$ cat src/rtl/shift_seq_ctrl.sv
// shift_seq_ctrl: sequences an external 8-bit combinational shifter over one
// or more passes of at most 7 bits each, so shift totals of 0..15 are reached
// by repeated partial shifts of a work register. The final value is presented
// on dout with a one-cycle done pulse.

module shift_seq_ctrl (
    input  logic       clk,
    input  logic       rst_n,
    input  logic       start,
    input  logic [7:0] din,
    input  logic [3:0] amt,
    input  logic       dir,
    output logic [7:0] sh_in,
    output logic [2:0] sh_amt,
    output logic       sh_lr,
    input  logic [7:0] sh_out,
    output logic       busy,
    output logic       done,
    output logic [7:0] dout
);

    typedef enum logic [1:0] {
        IDLE  = 2'd0,
        SHIFT = 2'd1,
        DONE  = 2'd2
    } state_t;

    state_t     state_q, state_d;
    logic [7:0] work_q,  work_d;
    logic [3:0] rem_q,   rem_d;
    logic       dir_q,   dir_d;
    logic [7:0] dout_q,  dout_d;
    logic       busy_q,  busy_d;
    logic       done_q,  done_d;

    logic [2:0] pass_amt;
    logic [3:0] rem_next;

    // Per-pass amount: a full 7-bit pass while more than 7 remain, else the rest.
    always_comb begin
        pass_amt = 3'd0;
        if (state_q == SHIFT) begin
            pass_amt = (rem_q > 4'd7) ? 3'd7 : rem_q[2:0];
        end
    end

    // pass_amt never exceeds rem_q, so this subtraction cannot wrap.
    assign rem_next = rem_q - {1'b0, pass_amt};

    // Next-state and next-output logic for the IDLE -> SHIFT -> DONE sequence.
    always_comb begin
        state_d = state_q;
        work_d  = work_q;
        rem_d   = rem_q;
        dir_d   = dir_q;
        dout_d  = dout_q;
        busy_d  = busy_q;
        done_d  = 1'b0;
        case (state_q)
            IDLE: begin
                busy_d = 1'b0;
                if (start) begin
                    state_d = SHIFT;
                    work_d  = din;
                    rem_d   = amt;
                    dir_d   = dir;
                    busy_d  = 1'b1;
                end
            end
            SHIFT: begin
                work_d = sh_out;
                rem_d  = rem_next;
                busy_d = 1'b1;
                if (rem_next == 4'd0) begin
                    state_d = DONE;
                    dout_d  = sh_out;
                    done_d  = 1'b1;
                end
            end
            DONE: begin
                state_d = IDLE;
                busy_d  = 1'b0;
            end
            default: begin
                state_d = IDLE;
                busy_d  = 1'b0;
            end
        endcase
    end

    // All state, including the registered busy/done outputs, with async reset.
    always_ff @(posedge clk or negedge rst_n) begin
        if (!rst_n) begin
            state_q <= IDLE;
            work_q  <= 8'h00;
            rem_q   <= 4'd0;
            dir_q   <= 1'b0;
            dout_q  <= 8'h00;
            busy_q  <= 1'b0;
            done_q  <= 1'b0;
        end else begin
            state_q <= state_d;
            work_q  <= work_d;
            rem_q   <= rem_d;
            dir_q   <= dir_d;
            dout_q  <= dout_d;
            busy_q  <= busy_d;
            done_q  <= done_d;
        end
    end

    assign sh_in  = work_q;
    assign sh_amt = pass_amt;
    assign sh_lr  = ~dir_q;
    assign busy   = busy_q;
    assign done   = done_q;
    assign dout   = dout_q;

endmodule
$ cat config.mk
export PLATFORM = sky130hd
export DESIGN_NAME = shift_seq_ctrl
export DESIGN_NICKNAME = d
export VERILOG_FILES = /design/src/rtl/shift_seq_ctrl.sv
export SDC_FILE = /design/constraint.sdc
export NUM_CORES = 1
export LEC_CHECK = 0
export ABC_AREA = 1
export BUFFER_PORTS_ARGS = -buffer_cell sky130_fd_sc_hd__buf_2
export CORE_MARGIN = 8
export CORE_UTILIZATION = 50
export CTS_BUF_LIST = sky130_fd_sc_hd__clkbuf_2 sky130_fd_sc_hd__clkbuf_4 sky130_fd_sc_hd__clkbuf_8
export DETAILED_ROUTE_END_ITERATION = 10
export PLACE_DENSITY_LB_ADDON = 0.12
export SETUP_SLACK_MARGIN = 0.05
export SYNTH_ARGS = -nofsm -noshare
export SYNTH_HDL_FRONTEND = slang
export SYNTH_SLANG_ARGS = --single-unit
$ cat constraint.sdc
create_clock -name clk -period 2.6 [get_ports clk]
set_input_delay 0.39 -clock clk [delete_from_list [all_inputs] [get_ports clk]]
set_output_delay 0.39 -clock clk [all_outputs]
set_load 0.02 [all_outputs]
==> impl_metrics.py <==
metrics = {
    "clock_network": {
        "post_cts_buffers": 0,
        "cts_root_buf": "clkbuf_4",
        "clock_latency_ps": 310,
        "cts_tree": "built",
        "cts-hold-fix-buffers": 0,
        "clk_path_buf_depth": 2,
        "htree_levels": 1,
        "cts_resized": 0,
        "path_clk_slew_ps": 130,
        "clkSinkCount": 25,
        "cts_inserted_buffers": 3,
    },
    "timing": {
        "setup_violations": 0,
        "rsz0062_at_grt": "false",
        "finalMaxSlewViolations": 0,
        "maxSlewHeadroom_pct": 63.23,
        "clock.fmax_mhz": 457.2,
        "fin_crit_sh_pct": 84.13,
        "setup_tns_ps": 0,
        "fin_skew_ps": 4.287,
        "worstMarginPinSlew_ps": 551.5,
        "period_minus_slack_ps": 2187,
        "final_hold_viol_count": 0,
    },
    "critical_path": {
        "critPathMaxFanout": 17,
        "critical_path.slowest_cell": "dfrtp_1",
        "arrival_ps": 2440,
        "crit_path_max_incr_delay_ps": 440,
        "crit_top_cell": "nand2_1",
        "worstSetupEndpointType": "flip-flop",
        "critPathRequiredTime_ps": 2850,
        "crit_type": "flip-flop to flip-flop",
        "start_kind": "flip-flop",
        "crit_chain": "inv_2 > nand2_4 > a21oi_2 > ha_1 > inv_1 > ha_1 > inv_1 > nand2_1 > nand2_1 > nand2_1 > nor2_2 > inv_2 > nor2_4 > nand3_1 > nand2_1",
    },
    "route": {
        "vias": 1177,
        "wl_per_cell_um": 14.48,
        "drt_iter0_markers": 40,
        "drt_first_pass_iters": 4,
        "routed_wl_um": 3186,
        "drtAntennaViolNets": 0,
        "post-route-drc-count": 0,
        "avgViaCountPerCell": 5.350,
    },
    "floorplan": {
        "core-area_sq_um": 2233,
        "die_w_um": 65.02,
        "die_y_um": 65.02,
        "die-area_sq_um": 4227,
        "ios": 46,
        "start_util_pct": 53.78,
        "rows": 17,
    },
    "synth": {
        "syn_nets": 172,
        "ys_ff_latch": 25,
        "avgSynthCellArea_sq_um": 8.227,
        "ys.warnings.count": 0,
        "yosysSeqAreaShare_pct": 52.08,
        "netlist_instances": 146,
        "yosys.area.top_type": "dfrtp_1",
        "syn_area_sq_um": 1201,
        "synthDistinctLibCells": 23,
        "netlist_top_cells_area": "dfrtp_1 (52%), nand2_1 (11%), nand3_1 (5.0%), inv_1 (5.0%), o21ai_0 (4.2%)",
        "synth_top_area_share_pct": 52.08,
    },
    "power": {
        "ir_drop_mv": 0.8147,
        "p_per_area_nw_per_um2": 1494,
        "p_leak_nw": 0.8157,
    },
    "status": {
        "status": "complete, no violations",
    },
    "global_route": {
        "grt_pass1_wl_um": 5451,
        "grt_pass1_vias": 1252,
        "grt_use_total_pct": 15.70,
        "antenna_found_initial": 0,
        "grt_max_degree": 26,
        "globalRouteOverflowTotal": 0,
    },
    "placed_design": {
        "gp_congestion": 0.8904,
        "hpwlAfterDp_um": 2422,
        "portBuffers": 45,
    },
    "run": {
        "maxCapViolCount": 0,
    },
    "cells_and_area": {
        "final_layout_size_suffix_gt1_share_pct": 30.73,
        "antenna_cells": 0,
        "utilization_pct": 67.17,
        "finalNetCount": 219,
        "syn2layout_area_growth_pct": 24.90,
    },
    "min_path": {
        "hold_class": "input pin to async pin",
    },
}
[critical path, delay by kind of cell (launching register included)]
family,cells,cell delay [ps]
flops,1,440
simple gates,8,890
compound gates,1,150
buf+inv,4,290
fa+ha+maj,2,350
[cells in the mapped netlist (all sizes together)]
master and count:
nand2 37, dfrtp 25, inv 18, nor2 16, nand3 12, o21ai 12, a21oi 6, nor3 4
o22ai 4, nand4 3, buf 2, clkbuf 2, ha 2, a221oi 1, o21bai 1, o221ai 1
[through the flow]
step / hold WS, ps / instance area, sq um / total power [W] / cells / worst slack [ps]
floorplan: 94.41 / 1201 / 0.001642 / 146 / 166.5
global placement: 404.6 / 1453 / 0.002004 / 216 / 378.7
detailed placement: 407.2 / 1453 / 0.002035 / 216 / 287.2
CTS: 56.81 / 1483 / 0.002220 / 220 / 269.3
global route: 78.68 / 1500 / 0.002462 / 220 / 158.0
finish: 44.92 / 1500 / 0.002242 / 220 / 412.5
[layout by cell type (no fill, tap or decap)]
cell type  synthesis  final
clkbuf_4           0      4
nand4_1            2      2
a21oi_2            0      1
o21bai_1           1      1
inv_1             16     16
o221ai_1           1      1
o22ai_1            4      4
nand2_4            0      1
o21ai_0           10     10
a221oi_1           1      1
buf_2              1     45
nor3_1             4      4
ha_1               2      2
nand4_4            0      1
nand2_1           36     36
nor2_4             2      2
a21oi_1            6      5
nor2_2             2      2
inv_2              2      2
nor2_1            12     12
nand3_1           12     12
o21ai_1            2      2
buf_4              0      1
dfrtp_1           25     25
[layer usage]
metal  track usage, %  wire length (um)  share of wire, %
met2            27.33              1644                52
met4            4.632                19              0.60
met3            4.124               206               6.5
met1            18.45              1315                41
met5                0                 0                 0
[area by class of cell]
class                           instances  area (sq um)
Clock buffer                            4         30.03
Fill cell                             211         733.2
Inverter                               18         67.56
Multi-Input combinational cell         99         509.2
Sequential cell                        25         625.6
Tap cell                               28         35.03
Timing Repair Buffer                   46         232.7
[where the power goes]
group | internal, W | switching [W] | leakage (nW)
logic | 0.000447 | 0.000933 | 0.502
clock network | 0.0000702 | 0.000108 | 0.0184
registers | 0.000579 | 0.000105 | 0.295
total | 0.00110 | 0.00115 | 0.816
[sequential cells by signal (all words and copies together), names as in the netlist]
| signal | count |
|---|---|
| done | 1 |
| rem_q | 4 |
| sh_in | 8 |
| dir_q | 1 |
| busy | 1 |
| state_q | 2 |
| dout | 8 |
[cells by family after synthesis]
kind of cell,synth area share [%]
DFF,52.08
buffers and inverters,6.979
and+or+nand+nor,27.19
adders and majority gates,2.083
AOI/OAI and AO/OA,11.67
[final timing paths]
| path | startpoint | slack [ps] | endpoint | depth (start not counted) |
|---|---|---|---|---|
| min in group clk | amt[0] | 320 | rem_q[0]$_DFFE_PN0P_ | 3 |
| min | rst_n | 40 | dout[6]$_DFFE_PN0P_ | 1 |
| max | state_q[1]$_DFFE_PN0P_ | 410 | dout[5]$_DFFE_PN0P_ | 15 |
| max reg2reg | state_q[1]$_DFFE_PN0P_ | 410 | dout[5]$_DFFE_PN0P_ | 15 |
| max in group asynchronous | rst_n | 2190 | state_q[1]$_DFFE_PN0P_ | 1 |
| min reg2reg | dout[2]$_DFFE_PN0P_ | 490 | dout[2]$_DFFE_PN0P_ | 2 |
Note: power is estimated with default switching activity, not from simulation.
